==> config.mk <==
export PLATFORM = sky130hd
export DESIGN_NAME = pong_game_ctrl_flat
export DESIGN_NICKNAME = d
export VERILOG_FILES = /design/src/rtl/pong_pkg.sv /design/src/rtl/pong_game_ctrl_if.sv /design/src/rtl/pong_tick_gen.sv /design/src/rtl/pong_game_ctrl.sv /design/src/flat_wrapper.sv
export SDC_FILE = /design/constraint.sdc
export NUM_CORES = 1
export LEC_CHECK = 0
export ABC_AREA = 1
export CORE_ASPECT_RATIO = 1.4
export CORE_MARGIN = 2
export CORE_UTILIZATION = 25
export DETAILED_ROUTE_END_ITERATION = 6
export SYNTH_ARGS = -nofsm -noshare
export SYNTH_HDL_FRONTEND = slang
export SYNTH_SLANG_ARGS = --single-unit
==> constraint.sdc <==
create_clock -name i_Clk -period 2.6 [get_ports i_Clk]
set_input_delay 0.26 -clock i_Clk [delete_from_list [all_inputs] [get_ports i_Clk]]
set_output_delay 0.26 -clock i_Clk [all_outputs]
set_load 0.02 [all_outputs]
==> src/rtl/pong_pkg.sv <==
// pong_pkg: shared state/winner encodings, screen geometry and helpers for the pong design
package pong_pkg;
    typedef enum logic [1:0] {
        ST_IDLE     = 2'd0,
        ST_SERVE    = 2'd1,
        ST_PLAY     = 2'd2,
        ST_GAMEOVER = 2'd3
    } state_t;

    typedef enum logic [1:0] {
        WIN_NONE = 2'b00,
        WIN_P1   = 2'b01,
        WIN_P2   = 2'b10
    } winner_t;

    localparam int SCREEN_W  = 640;
    localparam int SCREEN_H  = 480;
    localparam int PADDLE_W  = 8;
    localparam int PADDLE_H  = 64;
    localparam int BALL_SIZE = 8;

    function automatic int sat_sub(input int a, input int b, input int lo);
        return (a - b < lo) ? lo : a - b;
    endfunction
endpackage

==> src/rtl/pong_game_ctrl_if.sv <==
// pong_game_ctrl_if: pulses into and status/tick outputs out of the game sequencer
interface pong_game_ctrl_if;
    logic       start;
    logic       score_p1;
    logic       score_p2;
    logic       paddle_hit;
    logic       move_tick;
    logic       ball_en;
    logic       ball_reset;
    logic       serve_dir;
    logic [3:0] score_1;
    logic [3:0] score_2;
    logic       game_over;
    logic [1:0] winner;
    logic       flash;

    modport master (
        output start, score_p1, score_p2, paddle_hit,
        input  move_tick, ball_en, ball_reset, serve_dir, score_1, score_2, game_over, winner, flash
    );

    modport slave (
        input  start, score_p1, score_p2, paddle_hit,
        output move_tick, ball_en, ball_reset, serve_dir, score_1, score_2, game_over, winner, flash
    );
endinterface

==> src/rtl/pong_tick_gen.sv <==
// pong_tick_gen: movement prescaler; period is latched at each wrap or clear
module pong_tick_gen #(
    parameter int W    = 17,
    parameter int INIT = 65536
) (
    input  logic         i_Clk,
    input  logic         i_Rst_L,
    input  logic         i_en,
    input  logic         i_clr,
    input  logic [W-1:0] i_period,
    output logic         o_tick
);
    logic [W-1:0] cnt_q, cnt_d, per_q, per_d;
    logic         tick_d, reload;

    // count to period-1, then pulse and reload the period for the next interval
    always_comb begin
        reload = i_clr || !i_en || (cnt_q == per_q - 1'b1);
        tick_d = i_en && !i_clr && (cnt_q == per_q - 1'b1);
        cnt_d  = reload ? '0 : cnt_q + 1'b1;
        per_d  = reload ? i_period : per_q;
    end

    // prescaler registers
    always_ff @(posedge i_Clk or negedge i_Rst_L) begin
        if (!i_Rst_L) begin
            cnt_q  <= '0;
            per_q  <= W'(INIT);
            o_tick <= 1'b0;
        end else begin
            cnt_q  <= cnt_d;
            per_q  <= per_d;
            o_tick <= tick_d;
        end
    end
endmodule

==> src/rtl/pong_game_ctrl.sv <==
// pong_game_ctrl: match sequencer (scores, serve/play timing, game-over flash); PONG_SPEEDUP_EN enables paddle-hit speedup
import pong_pkg::*;

module pong_game_ctrl #(
    parameter int TICK_DIV    = 65536,
    parameter int SERVE_TICKS = 60,
    parameter int SCORE_WIN   = 9,
    parameter int FLASH_BITS  = 24,
    parameter int SPEED_STEP  = 1024,
    parameter int TICK_MIN    = 16384
) (
    input  logic             i_Clk,
    input  logic             i_Rst_L,
    pong_game_ctrl_if.slave  bus
);
    localparam int PW = $clog2(TICK_DIV + 1);
    localparam int SW = $clog2(SERVE_TICKS + 1);
`ifdef PONG_SPEEDUP_EN
    localparam bit SPEEDUP = 1'b1;
`else
    localparam bit SPEEDUP = 1'b0;
`endif

    state_t                state_q, state_d;
    logic [3:0]            score_1_q, score_1_d, score_2_q, score_2_d;
    logic [1:0]            winner_q, winner_d;
    logic                  serve_dir_q, serve_dir_d, ball_reset_q, ball_reset_d;
    logic                  ball_en_q, ball_en_d, game_over_q, game_over_d, flash_q, flash_d;
    logic [FLASH_BITS-1:0] flash_cnt_q, flash_cnt_d;
    logic [SW-1:0]         serve_cnt_q, serve_cnt_d;
    logic [PW-1:0]         period_q, period_d;
    logic                  move_tick, run;

    pong_tick_gen #(.W(PW), .INIT(TICK_DIV)) u_tick (
        .i_Clk   (i_Clk),
        .i_Rst_L (i_Rst_L),
        .i_en    (run),
        .i_clr   (bus.start),
        .i_period(period_d),
        .o_tick  (move_tick)
    );

    // next state, scoring, serve timing, flash and tick period
    always_comb begin
        state_d      = state_q;
        score_1_d    = score_1_q;
        score_2_d    = score_2_q;
        winner_d     = winner_q;
        serve_dir_d  = serve_dir_q;
        ball_reset_d = 1'b0;
        flash_d      = flash_q;
        flash_cnt_d  = '0;
        serve_cnt_d  = serve_cnt_q;
        period_d     = period_q;
        if (bus.start) begin
            state_d      = ST_SERVE;
            score_1_d    = '0;
            score_2_d    = '0;
            winner_d     = WIN_NONE;
            serve_dir_d  = 1'b0;
            ball_reset_d = 1'b1;
            flash_d      = 1'b0;
            serve_cnt_d  = '0;
            period_d     = PW'(TICK_DIV);
        end else begin
            case (state_q)
                ST_SERVE: if (move_tick) begin
                    serve_cnt_d = serve_cnt_q + 1'b1;
                    if (serve_cnt_q == SW'(SERVE_TICKS - 1)) state_d = ST_PLAY;
                end
                ST_PLAY: if (bus.score_p1 || bus.score_p2) begin
                    score_1_d   = score_1_q + 4'(bus.score_p1);
                    score_2_d   = score_2_q + 4'(!bus.score_p1);
                    serve_dir_d = bus.score_p1;
                    if (score_1_d == 4'(SCORE_WIN) || score_2_d == 4'(SCORE_WIN)) begin
                        state_d  = ST_GAMEOVER;
                        winner_d = bus.score_p1 ? WIN_P1 : WIN_P2;
                    end else begin
                        state_d      = ST_SERVE;
                        ball_reset_d = 1'b1;
                        serve_cnt_d  = '0;
                        period_d     = PW'(TICK_DIV);
                    end
                end else if (SPEEDUP && bus.paddle_hit) begin
                    period_d = PW'(sat_sub(int'(period_q), SPEED_STEP, TICK_MIN));
                end
                ST_GAMEOVER: begin
                    flash_cnt_d = flash_cnt_q + 1'b1;
                    flash_d     = flash_q ^ (&flash_cnt_q);
                end
                default: ;
            endcase
        end
        run         = (state_d == ST_SERVE) || (state_d == ST_PLAY);
        ball_en_d   = state_d == ST_PLAY;
        game_over_d = state_d == ST_GAMEOVER;
    end

    // state and registered outputs
    always_ff @(posedge i_Clk or negedge i_Rst_L) begin
        if (!i_Rst_L) begin
            state_q      <= ST_IDLE;
            score_1_q    <= '0;
            score_2_q    <= '0;
            winner_q     <= WIN_NONE;
            serve_dir_q  <= 1'b0;
            ball_reset_q <= 1'b0;
            ball_en_q    <= 1'b0;
            game_over_q  <= 1'b0;
            flash_q      <= 1'b0;
            flash_cnt_q  <= '0;
            serve_cnt_q  <= '0;
            period_q     <= PW'(TICK_DIV);
        end else begin
            state_q      <= state_d;
            score_1_q    <= score_1_d;
            score_2_q    <= score_2_d;
            winner_q     <= winner_d;
            serve_dir_q  <= serve_dir_d;
            ball_reset_q <= ball_reset_d;
            ball_en_q    <= ball_en_d;
            game_over_q  <= game_over_d;
            flash_q      <= flash_d;
            flash_cnt_q  <= flash_cnt_d;
            serve_cnt_q  <= serve_cnt_d;
            period_q     <= period_d;
        end
    end

    assign bus.move_tick  = move_tick;
    assign bus.ball_en    = ball_en_q;
    assign bus.ball_reset = ball_reset_q;
    assign bus.serve_dir  = serve_dir_q;
    assign bus.score_1    = score_1_q;
    assign bus.score_2    = score_2_q;
    assign bus.game_over  = game_over_q;
    assign bus.winner     = winner_q;
    assign bus.flash      = flash_q;
endmodule

==> src/flat_wrapper.sv <==
// flat-port wrapper written by rule: the top's interface ports become plain ports
module pong_game_ctrl_flat 
#(
    parameter int TICK_DIV    = 65536,
    parameter int SERVE_TICKS = 60,
    parameter int SCORE_WIN   = 9,
    parameter int FLASH_BITS  = 24,
    parameter int SPEED_STEP  = 1024,
    parameter int TICK_MIN    = 16384
)
  (i_Clk, i_Rst_L, bus_start, bus_score_p1, bus_score_p2, bus_paddle_hit, bus_move_tick, bus_ball_en, bus_ball_reset, bus_serve_dir, bus_score_1, bus_score_2, bus_game_over, bus_winner, bus_flash);
  pong_game_ctrl_if bus_i ();
  input  logic i_Clk;
  input  logic i_Rst_L;
  input wire logic [$bits(bus_i.start)-1:0] bus_start;
  input wire logic [$bits(bus_i.score_p1)-1:0] bus_score_p1;
  input wire logic [$bits(bus_i.score_p2)-1:0] bus_score_p2;
  input wire logic [$bits(bus_i.paddle_hit)-1:0] bus_paddle_hit;
  output wire logic [$bits(bus_i.move_tick)-1:0] bus_move_tick;
  output wire logic [$bits(bus_i.ball_en)-1:0] bus_ball_en;
  output wire logic [$bits(bus_i.ball_reset)-1:0] bus_ball_reset;
  output wire logic [$bits(bus_i.serve_dir)-1:0] bus_serve_dir;
  output wire logic [$bits(bus_i.score_1)-1:0] bus_score_1;
  output wire logic [$bits(bus_i.score_2)-1:0] bus_score_2;
  output wire logic [$bits(bus_i.game_over)-1:0] bus_game_over;
  output wire logic [$bits(bus_i.winner)-1:0] bus_winner;
  output wire logic [$bits(bus_i.flash)-1:0] bus_flash;
  assign bus_i.start = bus_start;
  assign bus_i.score_p1 = bus_score_p1;
  assign bus_i.score_p2 = bus_score_p2;
  assign bus_i.paddle_hit = bus_paddle_hit;
  assign bus_move_tick = bus_i.move_tick;
  assign bus_ball_en = bus_i.ball_en;
  assign bus_ball_reset = bus_i.ball_reset;
  assign bus_serve_dir = bus_i.serve_dir;
  assign bus_score_1 = bus_i.score_1;
  assign bus_score_2 = bus_i.score_2;
  assign bus_game_over = bus_i.game_over;
  assign bus_winner = bus_i.winner;
  assign bus_flash = bus_i.flash;
  pong_game_ctrl #(.TICK_DIV(TICK_DIV), .SERVE_TICKS(SERVE_TICKS), .SCORE_WIN(SCORE_WIN), .FLASH_BITS(FLASH_BITS), .SPEED_STEP(SPEED_STEP), .TICK_MIN(TICK_MIN)) u_core (.i_Clk(i_Clk), .i_Rst_L(i_Rst_L), .bus(bus_i));
endmodule
==> summary by stage, run 1 <==
Run status
The flow ran to the end, and the final reports show no timing, DRC or antenna violations.

Timing
Setup repair after global routing could not meet its margin everywhere. In the finished design, the share of the clock period the worst path needs comes to 93.0%. The clock period could shrink to 2.42 ns. Between clock sinks in the finished design, the worst skew comes to 0.0114 ns. The max-slew violation count is 0. The headroom to the max-slew limit is 53.4%.

The number of hold violations in the final report is 0. The final number of setup-violating endpoints is 0. The final worst setup slack is 0.183 ns. The final hold slack is 0.288 ns. The transition time of the tightest slew-check pin is 0.698 ns.

The maximum operating frequency is 414 MHz.

Floorplan
After floorplanning, the core was divided into 62 placement rows. The initial core utilization is 25.6%. The floorplan die area is 22200 um^2. Pin placement for this block handled 22 I/O pins. In this run the horizontal extent of the chip is 127 um. The die is 176 um tall. The floorplan step defined a core boundary enclosing 20600 um^2.

Flow run
Max-cap violations in this run came to 0.

Worst setup path
In this run the worst path has a maximum fanout of 16. The worst setup path is launched from a flip-flop. The start-to-end type of the worst setup path is flip-flop to flip-flop. Data on the critical path is required at its endpoint by 2.82 ns.

The capturing element type of the critical path is a flip-flop. Traced cell by cell, the critical path runs through ha_2, ha_1, xnor2_1, nand4_1, nand2_1, inv_2, nand2_1, nand2_1, a31oi_2, ha_1, nand2_2, inv_6, buf_12, nand3_1, nand2_1. The data arrival at the endpoint of the critical path is 2.64 ns. The slowest stage cell on the critical path is dfrtp_1. The biggest cell delay along the critical path is 0.40 ns. Counting stages on the worst path, the most repeated cell is nand2_1.

Synth
The Yosys warning count is 0. Counting flops with a built-in enable in the synthesized netlist gives 0. The most used flip-flop cell after synthesis is dfrtp_1. The post-synthesis net count is 674. In the synthesized netlist, the number of instances is 655. Counting flops with an async set or reset pin after synthesis yields a share of 100%. The synthesized netlist occupies a cell area of 5260 um^2.

After synthesis, the mean cell area works out to 8.02 um^2. The number of different library cells in the post-synthesis netlist is 36. The sequential area share after synthesis is 47.2%.

The number of synthesized register bits is 99.

GRT
Global routing used 10.5% of the available tracks across all layers. The initial antenna violation count came to 0. Entering global routing, the biggest net connects 48 pins.

The via count of the first global-routing pass is 4173. The global-route wire length before repair is 19.3 mm. The total global routing overflow is 0.

Placed design
The number of placed instances, taps included, is 942. Routability-driven placement finished with a final weighted congestion of 0.834. Detailed placement finished with a half-perimeter wire length of 8.06 mm. During placement, the flow inserted port buffers numbering 20. Timing analysis after detailed placement gives a worst setup slack of -0.317 ns.

Finish
The repair_antennas step left the layout with diodes totalling 0. The number of filler cells placed in the layout is 2166. After the flow finishes, the layout carries non-filler instances totaling 960. The area of the multi-input gates is 2400 um^2.

The fraction of layout instances using a drive strength above 1 is 10.7%. The sequential cells in the finished layout cover a total of 2480 um^2. The final layout contains 718 nets. The layout overhead on the synthesized area is 18.3%.

Power and ir drop
The power density over the cells is 573 nW/um^2. VDD sags by at most 0.000404 V. The analysis attributes to cell leakage a power of 2.87 nW.

CTS
The clock passes through at most 2 buffers. The root buffer cell chosen for the clock tree is clkbuf_16. The number of sinks driven by the clock tree is 99.

For the worst-skew pair, the clock arrives at the later sink with an insertion delay of 0.34 ns. In this run the number of H-tree levels came out at 3. TritonCTS built the clock tree. The clock transition time at the flip-flop clock pins of the worst setup and hold paths is 0.07 ns. Counting the buffers created by CTS gives 9.

The number of setup buffers added after CTS is 0.

Route
In the routed design, unresolved DRC markers number 0. The number of DRC markers in iteration 0 is 139. The post-detailed-routing wire length is 11.1 mm. The number of optimization iterations in the first detailed-route pass is 5. The average wire length per cell after detail routing is 11.5 um. For this block, the via count after detailed routing is 4198.

Dividing the detail-routed via count by the number of cells gives 4.37. The count of nets left with antenna violations once routing finished came out at 0.

Worst hold path
The worst hold path class is primary input to flip-flop.
==> routing by layer <==
metal  wire, um  GRT usage [%]  share of wire (%)
met1       4960           12.5                 45
met3        259           2.13                2.3
met5          0              0                  0
met2       5640           18.8                 51
met4        218           3.43                2.0
==> through the flow <==
stage	TNS [ns]	total power (W)	utilization (%)	area, um^2
after floorplan	0	0.00207	-	5260
after global placement	-8.22	0.00221	28.5	5860
after detailed placement	-9.70	0.00221	28.5	5860
after CTS	0	0.00354	30.0	6170
after global routing	-0.00159	0.00375	30.2	6220
final	0	0.00356	30.2	6220
==> placed cells by master (no fill, tap or decap), drive strengths merged, types with 3 or more instances in the layout <==
cell type,count
inv,87
nand3,55
clkinv,3
nand3b,5
ha,13
nand2,162
buf,21
o21a,3
o31ai,3
clkdlybuf4s50,18
xnor2,15
clkbuf,11
a31oi,3
o21ai,31
dfrtp,97
xor2,18
nor3,15
nand4,12
a21oi,19
nor2,99
==> power by group <==
group,switching (W),internal (W)
Combinational,0.000407,0.000217
Sequential,0.0000427,0.00159
Clock,0.000595,0.000713
==> cells in the mapped netlist (all sizes together) (2+ instances only) <==
library cell	n	area, um^2
clkbuf	2	7.51
a31oi	3	18.8
a21oi	19	95.1
nor3	15	75.1
ha	13	163
xor2	18	158
xnor2	15	131
buf	7	67.6
nand3b	5	37.5
o21a	3	22.5
dfstp	2	52.6
nand3	55	275
nand4	12	81.3
dfrtp	97	2430
nand2	161	663
and2	2	12.5
nor2	99	419
nor4	2	12.5
or2	2	12.5
o31ai	3	22.5
clkinv	3	11.3
o21ai	31	159
inv	84	315
==> sequential cells by signal (all words and copies together) (netlist names) <==
signal,flops
u_core.u_tick.o_tick,1
u_core.u_tick.per_q,17
u_core.bus.score_1,4
u_core.bus.serve_dir,1
u_core.period_q,17
u_core.bus.ball_reset,1
u_core.serve_cnt_q,6
u_core.bus.winner,2
u_core.bus.ball_en,1
u_core.bus.game_over,1
u_core.state_q,2
u_core.bus.score_2,4
u_core.bus.flash,1
u_core.u_tick.cnt_q,17
u_core.flash_cnt_q,24
==> cell type report <==
cell class / count / share of cell area (%)
repair buffers: 41 / 6.20
clock buffers: 11 / 4.06
flip-flops and latches: 99 / 39.9
clock inverters: 5 / 0.704
inverters: 87 / 5.33
multi-input cells: 461 / 38.7
well taps: 256 / 5.15
==> repair_timing <==
item	CTS	global route
hold buffers	1	0
hold endpoints to repair	35	0
resized for setup	0	12
endpoints found under the setup margin	0	34
==> cells by family (layout without fill, tap and decap cells) <==
kind of cell	Yosys count	count (layout)	share of synthesized area (%)
AOI/OAI and AO/OA	61	61	6.33
xor gates and xnor gates	33	33	5.50
adders and majority gates	13	13	3.10
buffers and inverters	96	144	7.64
DFF	99	99	47.2
and+or+nand+nor	353	354	30.2
==> critical path, delay by kind of cell (launching register included) <==
family	cells	cell delay, ns
AOI/OAI and AO/OA	1	0.18
buffers and inverters	3	0.26
adders and majority gates	3	0.64
xor gates and xnor gates	1	0.19
and+or+nand+nor	7	0.61
DFF	1	0.40
==> path summary, 6_finish.rpt <==
kind,from,to,slack (ns),cells after the start
hold / removal,bus_score_p1,u_core.bus.winner[1],0.29,3
setup / recovery,u_core.bus.score_1[0],u_core.u_tick.per_q[10],0.18,15
hold reg to reg,u_core.flash_cnt_q[0],u_core.flash_cnt_q[0],0.46,1
max in group asynchronous,i_Rst_L,u_core.u_tick.per_q[16],1.48,3
setup reg to reg,u_core.bus.score_1[0],u_core.u_tick.per_q[10],0.18,15
min in group asynchronous,i_Rst_L,u_core.u_tick.cnt_q[2],0.43,2
Note: power is estimated with default switching activity, not from simulation.
==> run 2: changes to the inputs <==
--- a/config.mk
+++ b/config.mk
@@ -10,6 +10,7 @@
 export CORE_MARGIN = 2
 export CORE_UTILIZATION = 25
 export DETAILED_ROUTE_END_ITERATION = 6
+export DONT_BUFFER_PORTS = 1
 export SYNTH_ARGS = -nofsm -noshare
 export SYNTH_HDL_FRONTEND = slang
 export SYNTH_SLANG_ARGS = --single-unit
==> run 2 against run 1 <==
Net effect:
- the flow now finishes with violations (negative hold slack)
- wire length decreased by 2.7%
- cell area down 4.0%
- sequential power is essentially flat
- sequential share of layout area increased by 1.7 points
- flip-flop and latch count is the same
- total power is 2.3% lower
- die area unchanged
- first-iteration DRC count rose by 26%
- combinational power shrank 20%
- via count decreased by 2.5%
- largest power group unchanged
- highest routed layer unchanged
==> summary by stage, run 2 (same netlist as run 1, synthesis figures left out) <==
Timing
The total negative slack for setup checks is 0 ns. The worst pin sits at a relative slew slack of 64.9%. The maximum operating frequency is 413 MHz. Setup repair after global routing left no endpoint under its margin. The transition time of the tightest slew-check pin is 0.525 ns. Final hold analysis gives a worst-case slack of -0.393 ns. Clock skew on the completed layout was measured at 0.00849 ns. The max-slew violation count is 0. The number of hold violations in the final report is 99. Setup violations remaining at the end of the flow were counted as 0. After layout, the worst path uses 93.2% of the clock period. The time the final worst path needs with I/O delays and setup is 2.42 ns.

Worst setup path
The number of cells traversed by the worst register-to-register path is 15. For the worst setup path, the data arrival time is 2.67 ns. The capturing element type of the critical path is a flip-flop. In this run the register-to-register setup slack is 0.18 ns. The category of the worst setup path launch point is a flip-flop.

The most critical setup path has its endpoint at u_core.u_tick.per_q[8]. The startpoint identified for the worst register-to-register timing path is u_core.bus.score_1[0]. The critical register-to-register path endpoint is u_core.u_tick.per_q[8].

The worst setup path is of the flip-flop to flip-flop kind. In this run the worst setup path begins at u_core.bus.score_1[0]. In this run the worst path has a maximum fanout of 9. For the worst setup path, the data required time is 2.84 ns.

Finish
The area of the multi-input gates is 2390 um^2. Registers take 2480 um^2. The flip-flop count of the largest register, all copies and words added is 24. The finished cells cover 5970 um^2. 0 antenna diodes ended up in the layout. From synthesis to final layout, the design area changed by 13.6%. In the layout the commonest cells are nand2_1 (146), dfrtp_1 (97), nor2_1 (88). The library cell used most frequently in the layout, excluding fill and tap cells, is nand2_1.

Counting the fill cells in the layout gives 2166. The fraction of layout instances using a drive strength above 1 is 9.82%. Counting flops per register, the top entry is u_core.flash_cnt_q. The post-layout instance count excluding filler cells is 938. The final layout net count is 697.

Route
The number of DRC markers in iteration 0 is 175. The average wire length per cell after detail routing is 11.5 um. After detailed routing, the number of vias per cell comes to 4.36. For this run, the detailed router's first-pass iteration total came to 4. The post-route antenna net violation count is 0. The total number of vias is 4091. Wires add up to 10.8 mm.

In the routed design, unresolved DRC markers number 0.

GRT
For this run, the total global-route usage over all layers was measured as 10.4%. The met3 layer usage reported by global route is 2.16%. The maximum number of pins on one net before global-route repair is 100. The via count of the first global-routing pass was 4213. The total global routing overflow is 0. The initial antenna violation count was 0. For this run, global-route usage on met1 was measured as 11.2%. The most heavily used metal layer in global routing is met2. The met2 global-route usage is 19.0%. The first global-routing pass estimated 18.9 mm of wire.

CTS
The depth of the CTS H-tree is 3. The clock transition time at the flip-flop clock pins of the worst setup and hold paths is 0.07 ns. For this design, the CTS-stage hold fixing added 2 buffers. The insertion delay of the later-clocked pin in the worst-skew pair is 0.35 ns. The number of sinks driven by the clock tree is 99.

The TritonCTS clock tree is done. The root buffer cell chosen for the clock tree is clkbuf_16. The longest clock path from root to sink contains 2 buffers. After clock tree synthesis, the setup repair step added 0 buffers. TritonCTS created 9 clock buffers.

Floorplan
The floorplan die area is 22200 um^2. The total area inside the core boundary comes to 20600 um^2. From bottom edge to top edge, the die measures 176 um. In this run the core area contains 62 standard-cell rows. The total I/O pin count is 22. The die is 127 um wide. For this configuration, the core starts out at a cell density of 25.6%.

Placed design
Once placement finished, the instance area stood at 5640 um^2. The number of port buffers is 0. The final weighted congestion of routability-driven global placement is 0.794. The number of cells after detailed placement is 920. Once detailed placement completed, the half-perimeter wirelength came to 7.53 mm.

Worst hold path
The worst hold path class is primary input to asynchronous set/reset pin.

Run status
The run finished, with violations left. The final reports fail on negative hold slack.

Flow run
Across the run, the number of max-cap violations was 0.

Power and ir drop
The total chip power is 0.00348 W. The peak supply drop is 0.000373 V. Dividing total power by cell area gives a power density of 583 nW/um^2. Summed over all cells, the static leakage comes to 2.77 nW.
## run 2: area by class of cell
cell class,count,area share [%]
Multi-Input combinational cell,461,40.1
Sequential cell,99,41.5
Inverter,87,5.51
Timing Repair Buffer,20,2.60
Clock inverter,5,1.05
Tap cell,256,5.36
Clock buffer,10,3.83
## run 2: worst min path at each step
stage | cells after the start | to | start
floorplan | 0 | u_core.bus.ball_en | i_Rst_L
global placement | 0 | u_core.u_tick.cnt_q[2] | i_Rst_L
detailed placement | 0 | u_core.u_tick.cnt_q[1] | i_Rst_L
CTS | 0 | u_core.u_tick.cnt_q[1] | i_Rst_L
global route | 0 | u_core.u_tick.cnt_q[1] | i_Rst_L
finish | 0 | u_core.u_tick.cnt_q[1] | i_Rst_L
## run 2: what timing repair did
action / CTS / global route
endpoints found under the setup margin: 0 / 34
endpoints found under the hold margin: 104 / 99
gates resized for setup: 0 / 3
## run 2: layer usage
metal,share of wire [%],vias to the layer above
li1,-,2125
met2,51,53
met3,2.9,20
met4,2.5,0
met1,43,1893
met5,0,-
## run 2: report_power, final
group	internal [W]	total (W)	switching [W]
Clock	0.000746	0.00134	0.000591
Combinational	0.000163	0.000501	0.000339
Sequential	0.00159	0.00164	0.0000540
## run 2: per-stage QoR
| stage | utilization (%) | worst slack (ns) | hold slack [ns] |
|---|---|---|---|
| CTS | 28.9 | 0.0501 | -0.411 |
| finish | 29.0 | 0.178 | -0.393 |
| global placement | 27.4 | 0.0918 | -0.0271 |
| detailed placement | 27.4 | 0.0869 | -0.0270 |
| floorplan | - | 0.0309 | -0.0356 |
| global route | 29.0 | 0.0226 | -0.411 |
## run 2: worst max-delay path: stages, from the launching register on
cell,delay [ns]
dfrtp_1,0.39
ha_1,0.22
ha_1,0.19
xnor2_1,0.18
nand4_1,0.13
nand2_1,0.10
inv_1,0.06
nand2_1,0.05
nand2_1,0.04
a31oi_1,0.18
ha_1,0.28
nand2_2,0.11
inv_4,0.07
buf_4,0.17
nand3_1,0.09
nand2_1,0.06
